--- config.mk ---
export PLATFORM = sky130hd
export DESIGN_NAME = ko_sequencer
export DESIGN_NICKNAME = d
export VERILOG_FILES = /design/src/rtl/ko_sequencer.sv
export SDC_FILE = /design/constraint.sdc
export NUM_CORES = 1
export LEC_CHECK = 0
export BUFFER_PORTS_ARGS = -buffer_cell sky130_fd_sc_hd__buf_2
export CORE_MARGIN = 5
export CORE_UTILIZATION = 50
export DETAILED_ROUTE_END_ITERATION = 12
export GPL_ROUTABILITY_DRIVEN = 1
export PLACE_DENSITY = 0.67
export SKIP_CTS_REPAIR_TIMING = 1
export SYNTH_ARGS = -nofsm -noshare
export SYNTH_HDL_FRONTEND = slang
export SYNTH_SLANG_ARGS = --single-unit
--- constraint.sdc ---
create_clock -name Clk -period 3.1 [get_ports Clk]
set_clock_uncertainty 0.2 [all_clocks]
set_input_delay 0.155 -clock Clk [delete_from_list [all_inputs] [get_ports Clk]]
set_output_delay 0.155 -clock Clk [all_outputs]
set_load 0.005 [all_outputs]
--- src/rtl/ko_sequencer.sv ---
`default_nettype none
// ============================================================================
// Module      : ko_sequencer
// Description : Knock-out banner sequencer. After a KO trigger it freezes
//               player motion, waits DELAY_FRAMES frames, shows the KO banner
//               (blinking when KO_BLINK_EN is defined, steady otherwise) for
//               2*BLINK_FRAMES*BLINK_COUNT frames, then holds the banner for
//               HOLD_FRAMES frames, pulses round_over and waits for restart.
// Revision    : 1.0 - initial release
// ----------------------------------------------------------------------------
// Configuration macro:
//   KO_BLINK_EN  defined   -> banner alternates on/off during SHOW
//                undefined -> banner steady on during SHOW (same timing)
// Ports:
//   Clk          in   system clock, rising edge
//   Reset        in   asynchronous active-high reset
//   frame_clk    in   frame strobe, asynchronous to Clk
//   ko_event     in   KO trigger (honoured only in IDLE)
//   restart      in   return to IDLE (highest priority after Reset)
//   exist_ko     out  banner enable for the overlay stage (registered)
//   game_freeze  out  freeze of player motion (registered)
//   round_over   out  one-cycle end-of-sequence pulse (registered)
// ============================================================================
module ko_sequencer #(
    parameter int DELAY_FRAMES = 30,
    parameter int BLINK_FRAMES = 8,
    parameter int BLINK_COUNT  = 3,
    parameter int HOLD_FRAMES  = 120
) (
    input  logic Clk,
    input  logic Reset,
    input  logic frame_clk,
    input  logic ko_event,
    input  logic restart,
    output logic exist_ko,
    output logic game_freeze,
    output logic round_over
);

    typedef enum logic [2:0] {
        S_IDLE  = 3'd0,
        S_DELAY = 3'd1,
        S_SHOW  = 3'd2,
        S_HOLD  = 3'd3,
        S_DONE  = 3'd4
    } state_t;

    // Terminal values of the 8-bit counters.
    localparam logic [7:0] C_DELAY_LAST = 8'(DELAY_FRAMES - 1);
    localparam logic [7:0] C_BLINK_LAST = 8'(BLINK_FRAMES - 1);
    localparam logic [7:0] C_HALF_LAST  = 8'(2 * BLINK_COUNT - 1);
    localparam logic [7:0] C_HOLD_LAST  = 8'(HOLD_FRAMES - 1);

    // Frame strobe synchroniser and rising-edge detector.
    logic r_s1;
    logic r_s2;
    logic w_tick;

    state_t     r_state;
    state_t     w_state_nxt;
    logic [7:0] r_cnt;
    logic [7:0] w_cnt_nxt;
    logic [7:0] r_half;
    logic [7:0] w_half_nxt;
    logic [7:0] w_half_inc;
    logic       r_exist;
    logic       w_exist_nxt;
    logic       r_freeze;
    logic       w_freeze_nxt;
    logic       r_round_over;
    logic       w_round_over_nxt;
    logic       w_show_on;

    assign w_tick     = r_s1 & ~r_s2;
    assign w_half_inc = r_half + 8'd1;

    // Banner level for the half-period being entered: even index on, odd off.
`ifdef KO_BLINK_EN
    assign w_show_on = ~w_half_inc[0];
`else
    assign w_show_on = 1'b1;
`endif

    always_ff @(posedge Clk or posedge Reset) begin
        if (Reset) begin
            r_s1         <= 1'b0;
            r_s2         <= 1'b0;
            r_state      <= S_IDLE;
            r_cnt        <= 8'd0;
            r_half       <= 8'd0;
            r_exist      <= 1'b0;
            r_freeze     <= 1'b0;
            r_round_over <= 1'b0;
        end else begin
            r_s1         <= frame_clk;
            r_s2         <= r_s1;
            r_state      <= w_state_nxt;
            r_cnt        <= w_cnt_nxt;
            r_half       <= w_half_nxt;
            r_exist      <= w_exist_nxt;
            r_freeze     <= w_freeze_nxt;
            r_round_over <= w_round_over_nxt;
        end
    end

    always_comb begin
        w_state_nxt      = r_state;
        w_cnt_nxt        = r_cnt;
        w_half_nxt       = r_half;
        w_exist_nxt      = r_exist;
        w_freeze_nxt     = r_freeze;
        w_round_over_nxt = 1'b0;

        if (restart) begin
            w_state_nxt  = S_IDLE;
            w_cnt_nxt    = 8'd0;
            w_half_nxt   = 8'd0;
            w_exist_nxt  = 1'b0;
            w_freeze_nxt = 1'b0;
        end else begin
            case (r_state)
                S_IDLE: begin
                    w_exist_nxt  = 1'b0;
                    w_freeze_nxt = 1'b0;
                    if (ko_event) begin
                        w_state_nxt  = S_DELAY;
                        w_cnt_nxt    = 8'd0;
                        w_half_nxt   = 8'd0;
                        w_freeze_nxt = 1'b1;
                    end
                end
                S_DELAY: begin
                    if (w_tick) begin
                        if (r_cnt == C_DELAY_LAST) begin
                            w_state_nxt = S_SHOW;
                            w_cnt_nxt   = 8'd0;
                            w_half_nxt  = 8'd0;
                            w_exist_nxt = 1'b1;
                        end else begin
                            w_cnt_nxt = r_cnt + 8'd1;
                        end
                    end
                end
                S_SHOW: begin
                    if (w_tick) begin
                        if (r_cnt == C_BLINK_LAST) begin
                            w_cnt_nxt = 8'd0;
                            if (r_half == C_HALF_LAST) begin
                                // Last frame of the final off half-period.
                                w_state_nxt = S_HOLD;
                                w_half_nxt  = 8'd0;
                                w_exist_nxt = 1'b1;
                            end else begin
                                w_half_nxt  = w_half_inc;
                                w_exist_nxt = w_show_on;
                            end
                        end else begin
                            w_cnt_nxt = r_cnt + 8'd1;
                        end
                    end
                end
                S_HOLD: begin
                    w_exist_nxt = 1'b1;
                    if (w_tick) begin
                        if (r_cnt == C_HOLD_LAST) begin
                            w_state_nxt      = S_DONE;
                            w_cnt_nxt        = 8'd0;
                            w_round_over_nxt = 1'b1;
                        end else begin
                            w_cnt_nxt = r_cnt + 8'd1;
                        end
                    end
                end
                S_DONE: begin
                    w_exist_nxt  = 1'b1;
                    w_freeze_nxt = 1'b1;
                end
                default: begin
                    w_state_nxt  = S_IDLE;
                    w_cnt_nxt    = 8'd0;
                    w_half_nxt   = 8'd0;
                    w_exist_nxt  = 1'b0;
                    w_freeze_nxt = 1'b0;
                end
            endcase
        end
    end

    assign exist_ko    = r_exist;
    assign game_freeze = r_freeze;
    assign round_over  = r_round_over;

endmodule
`default_nettype wire

==> results of run 1 <==
## power by group through the flow
| stage | sequential, uW | clock [uW] | combinational (uW) |
|---|---|---|---|
| global placement | 389 | 0 | 301 |
| CTS | 385 | 234 | 310 |
| detailed placement | 391 | 0 | 306 |
| floorplan | 368 | 0 | 259 |
| finish | 386 | 231 | 320 |
| global route | 393 | 257 | 360 |
## registers in the layout (all words and copies together), names as in the netlist
signal       count
r_half           8
r_state          3
game_freeze      1
exist_ko         1
r_s1             1
r_cnt            8
r_s2             1
round_over       1
## routing by layer
layer  vias up  global-route usage (%)  wire [um]  part of all wire, %
met5         -                       0          0                    0
met4         0                    4.68         41                  1.3
met3         5                    2.84         99                  3.2
met2        19                    25.0       1480                   48
met1       598                    21.4       1450                   47
li1        596                       -          -                    -
## cell usage after synthesis (all sizes together) (2+ instances only)
master   instances  share of area, %
and2             2              0.87
a22o             3               1.8
nand2b           3               1.3
o21ai            8               2.8
or3              2               1.2
o31ai            3               1.9
nand4            2              0.87
nand4bb          2               1.6
ha               4               3.5
or4              5               2.6
or2              5               2.2
nor4             2              0.87
inv              8               2.1
nand2           18               4.7
a21o             4               2.1
nor4b            3               2.9
nor3             3               1.4
buf              3               1.0
nor2             8               2.1
mux2             2               1.6
o211ai           2               1.0
dfrtp           24                42
nand3           16               5.6
o41ai            3               2.4
a21oi            5               1.7
## critical path, stage by stage (launching register included)
cell and delay (ns):
dfrtp_1 0.44, ha_1 0.28, nand4_1 0.14, o41ai_1 0.52, nand3_1 0.35, and2_1 0.30, a22o_1 0.21
## final cells by class
| class | count | area (um2) | area share, % |
|---|---|---|---|
| Clock buffer | 3 | 22.5 | 1.43 |
| Inverter | 8 | 30.0 | 1.90 |
| Tap cell | 31 | 38.8 | 2.45 |
| Timing Repair Buffer | 11 | 75.1 | 4.75 |
| Clock inverter | 1 | 30.0 | 1.90 |
| Multi-Input combinational cell | 118 | 783 | 49.6 |
| Sequential cell | 24 | 601 | 38.0 |
## cells by family after synthesis
kind of cell	synth area share, %
buffers and inverters	3.41
and+or+nand+nor	30.9
xor gates and xnor gates	0.611
muxes	2.27
DFF	41.9
AOI/OAI and AO/OA	17.4
adders and majority gates	3.49
## stage by stage
step / instance area [um2] / util [%]
final: 1580 / 57.3
after global routing: 1580 / 57.3
after CTS: 1540 / 55.9
after detailed placement: 1490 / 53.9
after global placement: 1490 / 53.9
after floorplan: 1430 / -
## final timing paths
path | from | end | slack [ns] | cells after the start
min in group asynchronous | Reset | r_cnt[6]$_DFFE_PP0P_ | 0.35 | 3
hold / removal | restart | r_state[2]$_DFFE_PP0P_ | 0.09 | 3
setup / recovery | r_cnt[0]$_DFFE_PP0P_ | r_cnt[3]$_DFFE_PP0P_ | 0.56 | 6
max in group asynchronous | Reset | r_half[5]$_DFFE_PP0P_ | 1.77 | 3
hold reg to reg | r_s1$_DFF_PP0_ | r_s2$_DFF_PP0_ | 0.23 | 0
setup reg to reg | r_cnt[0]$_DFFE_PP0P_ | r_cnt[3]$_DFFE_PP0P_ | 0.56 | 6
==> impl_metrics.csv, run 1 <==
group,metric,value,unit
placed_design,placed_cells,188,
routing,vias,1218,
routing,drc,0,
grt,grt_max_degree,25,
yosys,ys.flop_type,"dfrtp_1",
floorplanning,dieArea,4040,um2
sta,rsz0062_at_grt,"false",
grt,grt_pass1_wl,5100,um
grt,grt_usage,15.6,%
min_path,hp-class,"in -> reg",
routing,wl_per_cell,15.6,um
finish,nets,175,
placed_design,dpl.hpwl,2190,um
power_and_ir_drop,swShare,35.1,%
sta,layout_setup_ws,0.564,ns
power_and_ir_drop,p_int,609,uW
yosys,synth_area,1430,um2
yosys,ys_types,45,
clocking,cts.path.max_buffers,2,
routing,drt_iter0_drc,47,
routing,ant_nets,0,
power_and_ir_drop,power,937,uW
yosys,postSynth.asyncResetShare,100,%
placed_design,port_buffers,7,
routing,drt-pass1-iter-count,4,
clocking,path_clk_slew,0.14,ns
floorplanning,core-area,2760,um2
placed_design,gp_congestion,0.817,
clocking,numCtsBuffers,3,
setup_path,critPathKind,"reg -> reg",
clocking,h-tree-depth,1,
sta,fmax,0.394,GHz
setup_path,critPathLaunchType,"flip-flop",
finish,diodes,0,
setup_path,endpoint_kind,"flip-flop",
grt,antenna_found_initial,0,
clocking,cts_root_buffer,"clkbuf_4",
floorplanning,die_w,63.5,um
finish,final_cell_mix,"dfrtp_1, nand2_1, nand3_1",
yosys,avgSynthCellArea,9.30,um2
sta,slew_violations,0,
setup_path,cp_data_required_time,3.13,ns
setup_path,path_max_fanout,7,
power_and_ir_drop,pwr-share-comb,34.2,%
sta,setup_viol,0,
sta,hold_viol_final,0,
power_and_ir_drop,p_seq_share,41.2,%
yosys,synth-edff-count,0,
power_and_ir_drop,powerDensity,593,nW/um2
grt,grt_overflow,0,
sta,min_period,2.54,ns
clocking,cts_sinks,24,
finish,area_growth,10.3,%
yosys,syn_nets,163,
run_status,outcome,"complete, no violations",
flow_run,max_cap_viol_count,0,
power_and_ir_drop,peakVddDrop,0.000438,V
clocking,clk_latency,0.32,ns
sta,tns,0,ns
finish,final_cell_count_no_fill,196,
floorplanning,initial_utilization,52.0,%
grt,grt_pass1_vias,1080,
placed_design,dp_slack,0.616,ns
sta,tightest_slew,0.932,ns
clocking,cts_tree,"yes",
finish,drive_above_1_share,14.5,%
yosys,synth-seq-cells,24,
floorplanning,ioPinCount,8,
routing,via_per_inst,6.21,
floorplanning,die_y,63.5,um
power_and_ir_drop,clkPwrFrac,24.7,%
finish,layout.cells.most_common,"dfrtp_1",
finish,fillerInstances,249,
routing,routed_wl,3060,um
sta,finalCritPeriodShare,81.8,%
yosys,synthCells,154,
yosys,yosysWarnings,0,
sta,whs,0.0873,ns
power_and_ir_drop,p_sw,329,uW
power_and_ir_drop,p_leak,0.000693,uW
floorplanning,rows,19,
yosys,yosysSeqAreaShare,41.9,%
setup_path,crit_arrival,2.57,ns
sta,maxSlewHeadroom,37.8,%
(Power assumes the default switching activity.)
==> run 2: changes to the inputs <==
--- a/config.mk
+++ b/config.mk
@@ -5,12 +5,13 @@
 export SDC_FILE = /design/constraint.sdc
 export NUM_CORES = 1
 export LEC_CHECK = 0
+export ABC_AREA = 1
 export BUFFER_PORTS_ARGS = -buffer_cell sky130_fd_sc_hd__buf_2
 export CORE_MARGIN = 5
 export CORE_UTILIZATION = 50
 export DETAILED_ROUTE_END_ITERATION = 12
 export GPL_ROUTABILITY_DRIVEN = 1
-export PLACE_DENSITY = 0.67
+export PLACE_DENSITY = 0.7
 export SKIP_CTS_REPAIR_TIMING = 1
 export SYNTH_ARGS = -nofsm -noshare
 export SYNTH_HDL_FRONTEND = slang
==> constraint.sdc (replaced) <==
create_clock -name Clk -period 2.06 [get_ports Clk]
set_clock_uncertainty 0.2 [all_clocks]
set_input_delay 0.103 -clock Clk [delete_from_list [all_inputs] [get_ports Clk]]
set_output_delay 0.103 -clock Clk [all_outputs]
set_load 0.005 [all_outputs]
==> run 2 against run 1 <==
Area after synthesis increased by 22%. Critical endpoint is now r_cnt[5]$_DFFE_PP0P_. Sequential power increased by 53%. Critical path depth increased by 3. Highest routed layer unchanged. Critical path type is now in -> reg.
==> impl_metrics.csv, run 2 <==
group,metric,value,unit
run_status,outcome,"complete, no violations",
setup_path,crit_arrival,1.87,ns
setup_path,critPathKind,"in -> reg",
yosys,postSynth.asyncResetShare,100,%
grt,grt_max_degree,25,
sta,maxSlewHeadroom,69.6,%
yosys,synth_most_common_cell,"nand2_1",
finish,final_cell_count_no_fill,304,
power_and_ir_drop,peakVddDrop,0.000567,V
sta,hold_viol_final,0,
clocking,clk_latency,0.32,ns
floorplanning,die_w,69.2,um
placed_design,port_buffers,7,
floorplanning,initial_utilization,52.1,%
floorplanning,dieArea,4790,um2
routing,drt-pass1-iter-count,4,
setup_path,path_max_fanout,11,
setup_path,cp_num_buf_inv,4,
finish,final_cell_mix,"nand2_1, inv_1, nor2_1",
clocking,cts_tree,"yes",
routing,routed_wl,3380,um
grt,grt_pass1_wl,6010,um
yosys,ys.flop_type,"dfrtp_1",
clocking,numCtsBuffers,3,
yosys,synth-seq-cells,24,
clocking,cts.path.max_buffers,2,
setup_path,slowest_delay,0.52,ns
finish,fin_util,55.7,%
sta,whs,0.145,ns
clocking,cts_sinks,24,
placed_design,gp_congestion,0.829,
sta,setup_viol,0,
finish,multi_input_area,947,um2
floorplanning,core-area,3360,um2
yosys,synth.area.top_cells,"dfrtp_1, nand2_1, nand3_1",
flow_run,max_cap_viol_count,0,
power_and_ir_drop,clkPwrFrac,16.2,%
yosys,synth-edff-count,0,
power_and_ir_drop,p_leak,0.000934,uW
placed_design,dpl.hpwl,2570,um
sta,tightest_slew,0.454,ns
finish,drive_above_1_share,20.2,%
yosys,synth_common_cells,"nand2_1, inv_1, nor2_1",
routing,ant_nets,0,
sta,tns,0,ns
yosys,yosysSeqAreaShare,34.3,%
clocking,h-tree-depth,1,
finish,largestRegisters,"r_cnt x8, r_half x8, r_state x3",
grt,grt_overflow,0,
routing,drc,0,
sta,finalCritPeriodShare,89.3,%
sta,slew_violations,0,
finish,layout.cells.most_common,"nand2_1",
yosys,yosysWarnings,0,
power_and_ir_drop,p_sw,742,uW
grt,grt_pass1_vias,1367,
yosys,synth_top_area_share,34.3,%
finish,area_growth,6.93,%
routing,drt_iter0_drc,99,
grt,antenna_found_initial,0,
floorplanning,rows,21,
finish,fillerInstances,342,
yosys,synth_area,1750,um2
yosys,ys_types,27,
power_and_ir_drop,powerDensity,855,nW/um2
power_and_ir_drop,p_seq_share,36.9,%
yosys,synthCells,246,
sta,min_period,1.84,ns
routing,vias,1519,
setup_path,cp_top_family,"buffers and inverters",
power_and_ir_drop,swShare,46.4,%
yosys,avgSynthCellArea,7.12,um2
floorplanning,die_y,69.2,um
yosys,synth_area_leader_cell,"dfrtp_1",
floorplanning,ioPinCount,8,
setup_path,worstPathCellList,"dlygate4sd3_1 > buf_2 > inv_2 > nand3_2 > nand2_2 > nor2_4 > inv_1 > a21oi_2 > nor2_1",
clocking,path_clk_slew,0.14,ns
min_path,hp-class,"in -> async",
setup_path,critPathLaunchType,"input port",
routing,wl_per_cell,11.1,um
setup_path,crit_slowest_cell,"dlygate4sd3_1",
setup_path,cp_data_required_time,2.09,ns
finish,nets,268,
routing,via_per_inst,5.00,
finish,register_area,601,um2
finish,diodes,0,
clocking,cts_root_buffer,"clkbuf_4",
grt,grt_usage,15.3,%
placed_design,placed_cells,296,
yosys,syn_nets,255,
sta,fmax,0.543,GHz
setup_path,endpoint_kind,"flip-flop",
sta,rsz0062_at_grt,"false",
power_and_ir_drop,pwr-share-comb,47.0,%
power_and_ir_drop,p_int,859,uW
run 2: cell types whose count changed after synthesis, moves of 5 or more:
cell	previous run	this run
nand2_1	18	71
nand3_1	16	22
or4_1	5	0
nand4_1	2	10
o21ai_2	0	7
nor2_1	8	27
inv_2	0	5
inv_1	8	29
nand2_2	0	10
or2_2	5	0
run 2: cells by family after synthesis:
| group | Yosys count | share of synthesized area (%) |
|---|---|---|
| simple gates | 158 | 43.6 |
| compound gates | 18 | 7.14 |
| buf+inv | 41 | 11.6 |
| xor+xnor | 1 | 0.500 |
| fa+ha+maj | 4 | 2.86 |
| flops | 24 | 34.3 |
run 2: through the flow:
stage	cell area (um2)	worst slack, ns	power (uW)
after floorplan	1750	0.389	1270
after global placement	1800	0.257	1350
after detailed placement	1800	0.233	1350
after CTS	1830	0.219	1610
after global routing	1870	0.106	1740
final	1870	0.219	1600
run 2: metal layers:
metal  GRT usage, %  wire (um)
met3           1.74        100
met5              0          0
met2           24.4       1520
met4           6.51         59
met1           21.0       1700
run 2: final cells by class:
type	count	share of cell area (%)
multi-input combinational	181	50.6
sequential	24	32.1
inverter	35	7.15
timing repair buffer	14	5.21
tap	46	3.07
clock buffer	4	1.94
run 2: power by group through the flow:
stage | Sequential [uW] | Combinational [uW] | Clock, uW
floorplan | 584 | 688 | 0
global placement | 599 | 750 | 0
detailed placement | 600 | 750 | 0
CTS | 591 | 752 | 269
global route | 599 | 857 | 281
finish | 590 | 752 | 259
run 2: path summary, 6_finish.rpt:
kind | cells after the start | from | slack, ns | endpoint
min reg2reg | 0 | r_s1$_DFF_PP0_ | 0.22 | r_s2$_DFF_PP0_
max reg2reg | 7 | r_state[2]$_DFFE_PP0P_ | 0.24 | r_cnt[5]$_DFFE_PP0P_
min | 4 | Reset | 0.15 | r_half[6]$_DFFE_PP0P_
min in group Clk | 2 | frame_clk | 0.22 | r_s1$_DFF_PP0_
max | 9 | restart | 0.22 | r_cnt[5]$_DFFE_PP0P_
max in group asynchronous | 4 | Reset | 1.28 | r_s2$_DFF_PP0_
run 2: tightest hold or removal path: stages:
cell and delay (ns):
dlygate4sd3_1 0.53, buf_2 0.12, inv_1 0.04, buf_4 0.29
